<file path="config.mk">
export PLATFORM = sky130hd
export DESIGN_NAME = req_ack_arbiter
export DESIGN_NICKNAME = d
export VERILOG_FILES = /design/src/rtl/req_ack_pkg.sv /design/src/rtl/req_ack_arbiter_rr_pick.sv /design/src/rtl/req_ack_arbiter.sv
export SDC_FILE = /design/constraint.sdc
export NUM_CORES = 1
export LEC_CHECK = 0
export CAP_MARGIN = 20
export CORE_UTILIZATION = 42
export CTS_BUF_LIST = sky130_fd_sc_hd__clkbuf_8
export CTS_CLUSTER_SIZE = 8
export DETAILED_ROUTE_END_ITERATION = 16
export PLACE_DENSITY = 0.78
export SYNTH_ARGS = -nofsm -noshare
export SYNTH_HDL_FRONTEND = slang
export SYNTH_HIERARCHICAL = 1
export SYNTH_SLANG_ARGS = --single-unit
</file>
<file path="constraint.sdc">
create_clock -name clk -period 1.67 [get_ports clk]
set_input_delay 0.4175 -clock clk [delete_from_list [all_inputs] [get_ports clk]]
set_output_delay 0.4175 -clock clk [all_outputs]
set_load 0.005 [all_outputs]
</file>
<file path="src/rtl/req_ack_pkg.sv">
// req_ack_pkg: shared FSM state type and default parameters for req_ack_arbiter
package req_ack_pkg;

    typedef enum logic [1:0] {
        IDLE   = 2'd0,
        REQ_HI = 2'd1,
        REQ_LO = 2'd2,
        ABORT  = 2'd3
    } state_t;

    localparam int DEF_NUM_SRC = 4;
    localparam int DEF_DATA_W  = 8;
    localparam int DEF_TIMEOUT = 15;
    localparam int CNT_W       = 8;

endpackage

</file>
<file path="src/rtl/req_ack_arbiter_rr_pick.sv">
// rr_pick: masked priority encoder, lowest masked request wins, else lowest request
module rr_pick #(
    parameter int N  = 4,
    parameter int IW = $clog2(N)
) (
    input  logic [N-1:0]  mask,
    input  logic [N-1:0]  reqs,
    output logic [IW-1:0] idx,
    output logic          valid
);

    logic [N-1:0] masked;

    always_comb begin
        masked = reqs & mask;
        idx    = '0;
        for (int i = N - 1; i >= 0; i--) begin
            if (reqs[i]) idx = IW'(i);
        end
        for (int i = N - 1; i >= 0; i--) begin
            if (masked[i]) idx = IW'(i);
        end
        valid = |reqs;
    end

endmodule

</file>
<file path="src/rtl/req_ack_arbiter.sv">
// req_ack_arbiter: round-robin arbiter driving a four-phase req/ack channel with timeout
module req_ack_arbiter
    import req_ack_pkg::*;
#(
    parameter int NUM_SRC = DEF_NUM_SRC,
    parameter int DATA_W  = DEF_DATA_W,
    parameter int TIMEOUT = DEF_TIMEOUT
) (
    input  logic                      clk,
    input  logic                      rst,
    input  logic [NUM_SRC-1:0]        src_valid,
    input  logic [NUM_SRC*DATA_W-1:0] src_data,
    output logic [NUM_SRC-1:0]        src_done,
    output logic [NUM_SRC-1:0]        src_err,
    output logic                      req,
    input  logic                      ack,
    output logic [DATA_W-1:0]         data,
    output logic                      busy
);

    localparam int IW = $clog2(NUM_SRC);

    state_t             state, state_n;
    logic [CNT_W-1:0]   cnt;
    logic [IW-1:0]      last_grant, owner, pick;
    logic [NUM_SRC-1:0] mask, owner_bit;
    logic               pick_ok, timed_out, waiting;

    // sources strictly above the last grant get first chance
    always_comb begin
        mask = '0;
        for (int i = 0; i < NUM_SRC; i++) mask[i] = i > int'(last_grant);
    end

    rr_pick #(.N(NUM_SRC), .IW(IW)) u_pick (
        .mask  (mask),
        .reqs  (src_valid),
        .idx   (pick),
        .valid (pick_ok)
    );

    assign timed_out = cnt == CNT_W'(TIMEOUT);
    assign waiting   = state == REQ_HI || state == REQ_LO;
    assign owner_bit = NUM_SRC'(1) << owner;
    assign busy      = state != IDLE;

    // an ack edge beats a timeout reached on the same edge
    always_comb begin
        state_n = state;
        unique case (state)
            IDLE:    state_n = pick_ok ? REQ_HI : IDLE;
            REQ_HI:  state_n = ack ? REQ_LO : timed_out ? ABORT : REQ_HI;
            REQ_LO:  state_n = !ack ? IDLE : timed_out ? ABORT : REQ_LO;
            ABORT:   state_n = !ack ? IDLE : ABORT;
            default: state_n = IDLE;
        endcase
    end

    always_ff @(posedge clk) begin
        if (rst) begin
            state      <= IDLE;
            req        <= 1'b0;
            data       <= '0;
            src_done   <= '0;
            src_err    <= '0;
            cnt        <= '0;
            owner      <= '0;
            last_grant <= IW'(NUM_SRC - 1);
        end else begin
            state    <= state_n;
            req      <= state_n == REQ_HI;
            cnt      <= (state_n != state || !waiting) ? '0 : cnt + CNT_W'(1);
            src_done <= (state == REQ_LO && state_n == IDLE) ? owner_bit : '0;
            src_err  <= (state == ABORT && state_n == IDLE) ? owner_bit : '0;
            if (state == IDLE && pick_ok) begin
                owner      <= pick;
                last_grant <= pick;
                data       <= src_data[int'(pick)*DATA_W +: DATA_W];
            end
        end
    end

    a_pulse_onehot: assert property (@(posedge clk) disable iff (rst)
        $onehot0(src_done | src_err) && !(|src_done && |src_err));
    a_req_busy: assert property (@(posedge clk) disable iff (rst) req |-> busy);

endmodule

</file>
==> impl_metrics.json <==
{
  "nets": 306,
  "ant_nets": 0,
  "crit_path_top_delay_cell": "mux4_2",
  "grt_max_degree": 15,
  "synth_flop_cell": "dfxtp_1",
  "start_util_pct": 43.8,
  "hold_class": "register to register",
  "synth_top_family_by_area": "simple AND/OR/NAND/NOR gates",
  "viasPerCell": 5.32,
  "rsz0062_at_grt": "true",
  "crit_path_cell_trace": "nor2_4 > nand2_2 > o221ai_2 > a32o_2 > buf_6 > mux4_2 > nand2_2 > a21oi_2",
  "timing.final.crit_share_pct": 108,
  "total_power_mw": 2.15,
  "synth.area.mux_share_pct": 11.9,
  "coreArea_um2": 3660,
  "clkTransAtPathRegs_ns": 0.07,
  "synth_warnings": 6,
  "fp-row-count": 22,
  "synth_area_um2": 1600,
  "cp.arrival_ns": 1.97,
  "drive_gt1_share_pct": 36.6,
  "layout_setup_ws_ns": -0.132,
  "synth-compound-area-share_pct": 14.9,
  "fp.dieH_um": 63.8,
  "fmax_mhz": 555,
  "syn_area_per_cell_um2": 9.38,
  "synth_adder_area_share_pct": 4.68,
  "cp-start-kind": "register",
  "hpwl_um": 2980,
  "antenna_cells": 0,
  "cp.required_ns": 1.84,
  "cts-root-buf": "clkbuf_8",
  "antenna_found_initial": 0,
  "synth-async-reset-ratio_pct": 0,
  "preCtsSetupSlack_ns": -0.603,
  "die_area_um2": 4070,
  "vias": 1648,
  "finalSetupViolCount": 16,
  "synth_seq_cells": 31,
  "synth_edf_count": 0,
  "yosysSeqAreaShare_pct": 38.7,
  "port_buffers": 56,
  "synthSimpleGateAreaFrac_pct": 22.9,
  "leakage_nw": 1.09,
  "grt.total_usage_pct": 23.4,
  "clockBufferDepth": 2,
  "grt_pass1_vias": 1654,
  "finish.utilization_pct": 78.3,
  "io-pin-count": 57,
  "maxSlewViolCount": 0,
  "synthXorXnorAreaFrac_pct": 3.28,
  "status": "finished, violations left",
  "htree_levels": 2,
  "path_max_fanout": 5,
  "dieWidth_um": 63.8,
  "cts_tree": "built",
  "wl_per_cell_um": 15.1,
  "fin_skew_ns": 0.00646,
  "crit_type": "register to register",
  "area_delta_synth_final_pct": 78.8,
  "grt_remaining_overflow": 0,
  "drc": 0,
  "power_density_nw_per_um2": 751,
  "violations": "negative setup slack",
  "numCtsBuffers": 5,
  "nFillCells": 231,
  "cts.sinks": 31,
  "holdWs_ns": 0.456,
  "hold_buffers": 0,
  "min_period_ns": 1.80,
  "drt_iter0_drc": 64,
  "cpMostUsedCell": "nand2_2",
  "maxCapViolations": 0,
  "gp_congestion": 0.879,
  "endpoint_kind": "register",
  "hold_viol": 0,
  "syn_inst": 171,
  "firstDrtPassIters": 4,
  "slowest_delay_ns": 0.51,
  "vdd_drop_max_mv": 0.568,
  "drt-total-wl_um": 4690,
  "yosys.cell_types.count": 40,
  "grt_pass1_wl_um": 7170,
  "clk_latency_ns": 0.28
}
[critical path: cells and delay by family, from the launching register on]
kind | cells | cell delay [ns]
mux | 1 | 0.51
compound gates | 3 | 0.38
flops | 1 | 0.36
simple gates | 3 | 0.30
buf+inv | 1 | 0.14
[final timing paths]
| kind | slack, ns | endpoint | cells after the start | startpoint |
|---|---|---|---|---|
| worst max-delay path | -0.13 | data[1] | 8 | last_grant[0] |
| worst min-delay path | 0.46 | data[2] | 2 | data[2] |
| worst max register to register | -0.13 | data[1] | 8 | last_grant[0] |
| worst min register to register | 0.46 | data[2] | 2 | data[2] |
[cells in the mapped netlist (3+ instances only)]
master | count | area [µm²]
a21oi_1 | 14 | 70.1
clkbuf_1 | 5 | 18.8
dfxtp_1 | 31 | 621
ha_1 | 6 | 75.1
inv_1 | 7 | 26.3
mux4_2 | 8 | 180
nand2_1 | 30 | 113
nand2b_1 | 4 | 25.0
nand3_1 | 3 | 15.0
nor2_1 | 13 | 48.8
nor3_1 | 5 | 25.0
nor4_1 | 6 | 37.5
o21ai_0 | 4 | 20.0
xor2_1 | 4 | 35.0
[area by class of cell]
| type | count | area (µm²) | share of cell area [%] |
|---|---|---|---|
| multi-input combinational | 128 | 1210 | 42.2 |
| timing repair buffer | 88 | 837 | 29.2 |
| sequential | 31 | 628 | 21.9 |
| clock buffer | 7 | 96.3 | 3.36 |
| tap | 48 | 60.1 | 2.09 |
| inverter | 7 | 28.8 | 1.00 |
| clock inverter | 1 | 7.51 | 0.262 |
[registers in the layout, indices dropped and copies added, names as in the netlist]
name,flops
state,2
src_done,4
data,8
src_err,4
req,1
cnt,8
last_grant,2
owner,2
[layout by cell type (no fill, tap or decap), types with 2 or more instances in the layout]
cell type        count
clkdlybuf4s50_1     50
dfxtp_1             27
nand2_1             25
buf_4               24
a21oi_1             11
nor2_1              11
mux4_2               8
nor4_4               8
clkbuf_8             7
buf_6                6
inv_1                5
nand2_2              5
ha_4                 5
dlygate4sd2_1        5
xor2_1               4
a21oi_2              3
nand2b_1             3
nor3_1               3
dfxtp_2              3
conb_1               3
o21ai_0              2
o21a_1               2
nand3_1              2
xnor2_1              2
buf_12               2
[cell families after synthesis]
logic type / Yosys count
xor+xnor: 6
flops: 31
compound gates: 33
fa+ha+maj: 6
buf+inv: 14
other cells: 1
simple gates: 71
mux: 9
[where the power goes]
group | switching [mW] | total [mW] | leakage, nW | internal (mW)
logic | 0.287 | 0.676 | 0.783 | 0.389
registers | 0.0381 | 0.825 | 0.254 | 0.787
clock network | 0.279 | 0.653 | 0.0505 | 0.374
[layer usage]
layer / wire length, µm / GRT usage, % / part of all wire, %
met3: 291 / 8.57 / 6.2
met4: 97 / 9.38 / 2.1
met5: 0 / 0 / 0
met1: 1740 / 24.1 / 37
met2: 2560 / 42.4 / 55
[what timing repair did]
action,in CTS,in global routing
pin swaps,18,15
gates cloned,1,0
resized for setup,39,32
endpoints found under the setup margin,23,22
setup buffers,5,3
[metrics by stage]
| step | cells | area, µm² | TNS, ns |
|---|---|---|---|
| after floorplan | 173 | 1630 | -0.237 |
| after global placement | 298 | 2450 | -11.53 |
| after detailed placement | 298 | 2450 | -12.21 |
| after CTS | 311 | 2760 | -1.61 |
| after global routing | 310 | 2870 | -2.54 |
| final | 310 | 2870 | -1.13 |
(Power assumes the default switching activity.)
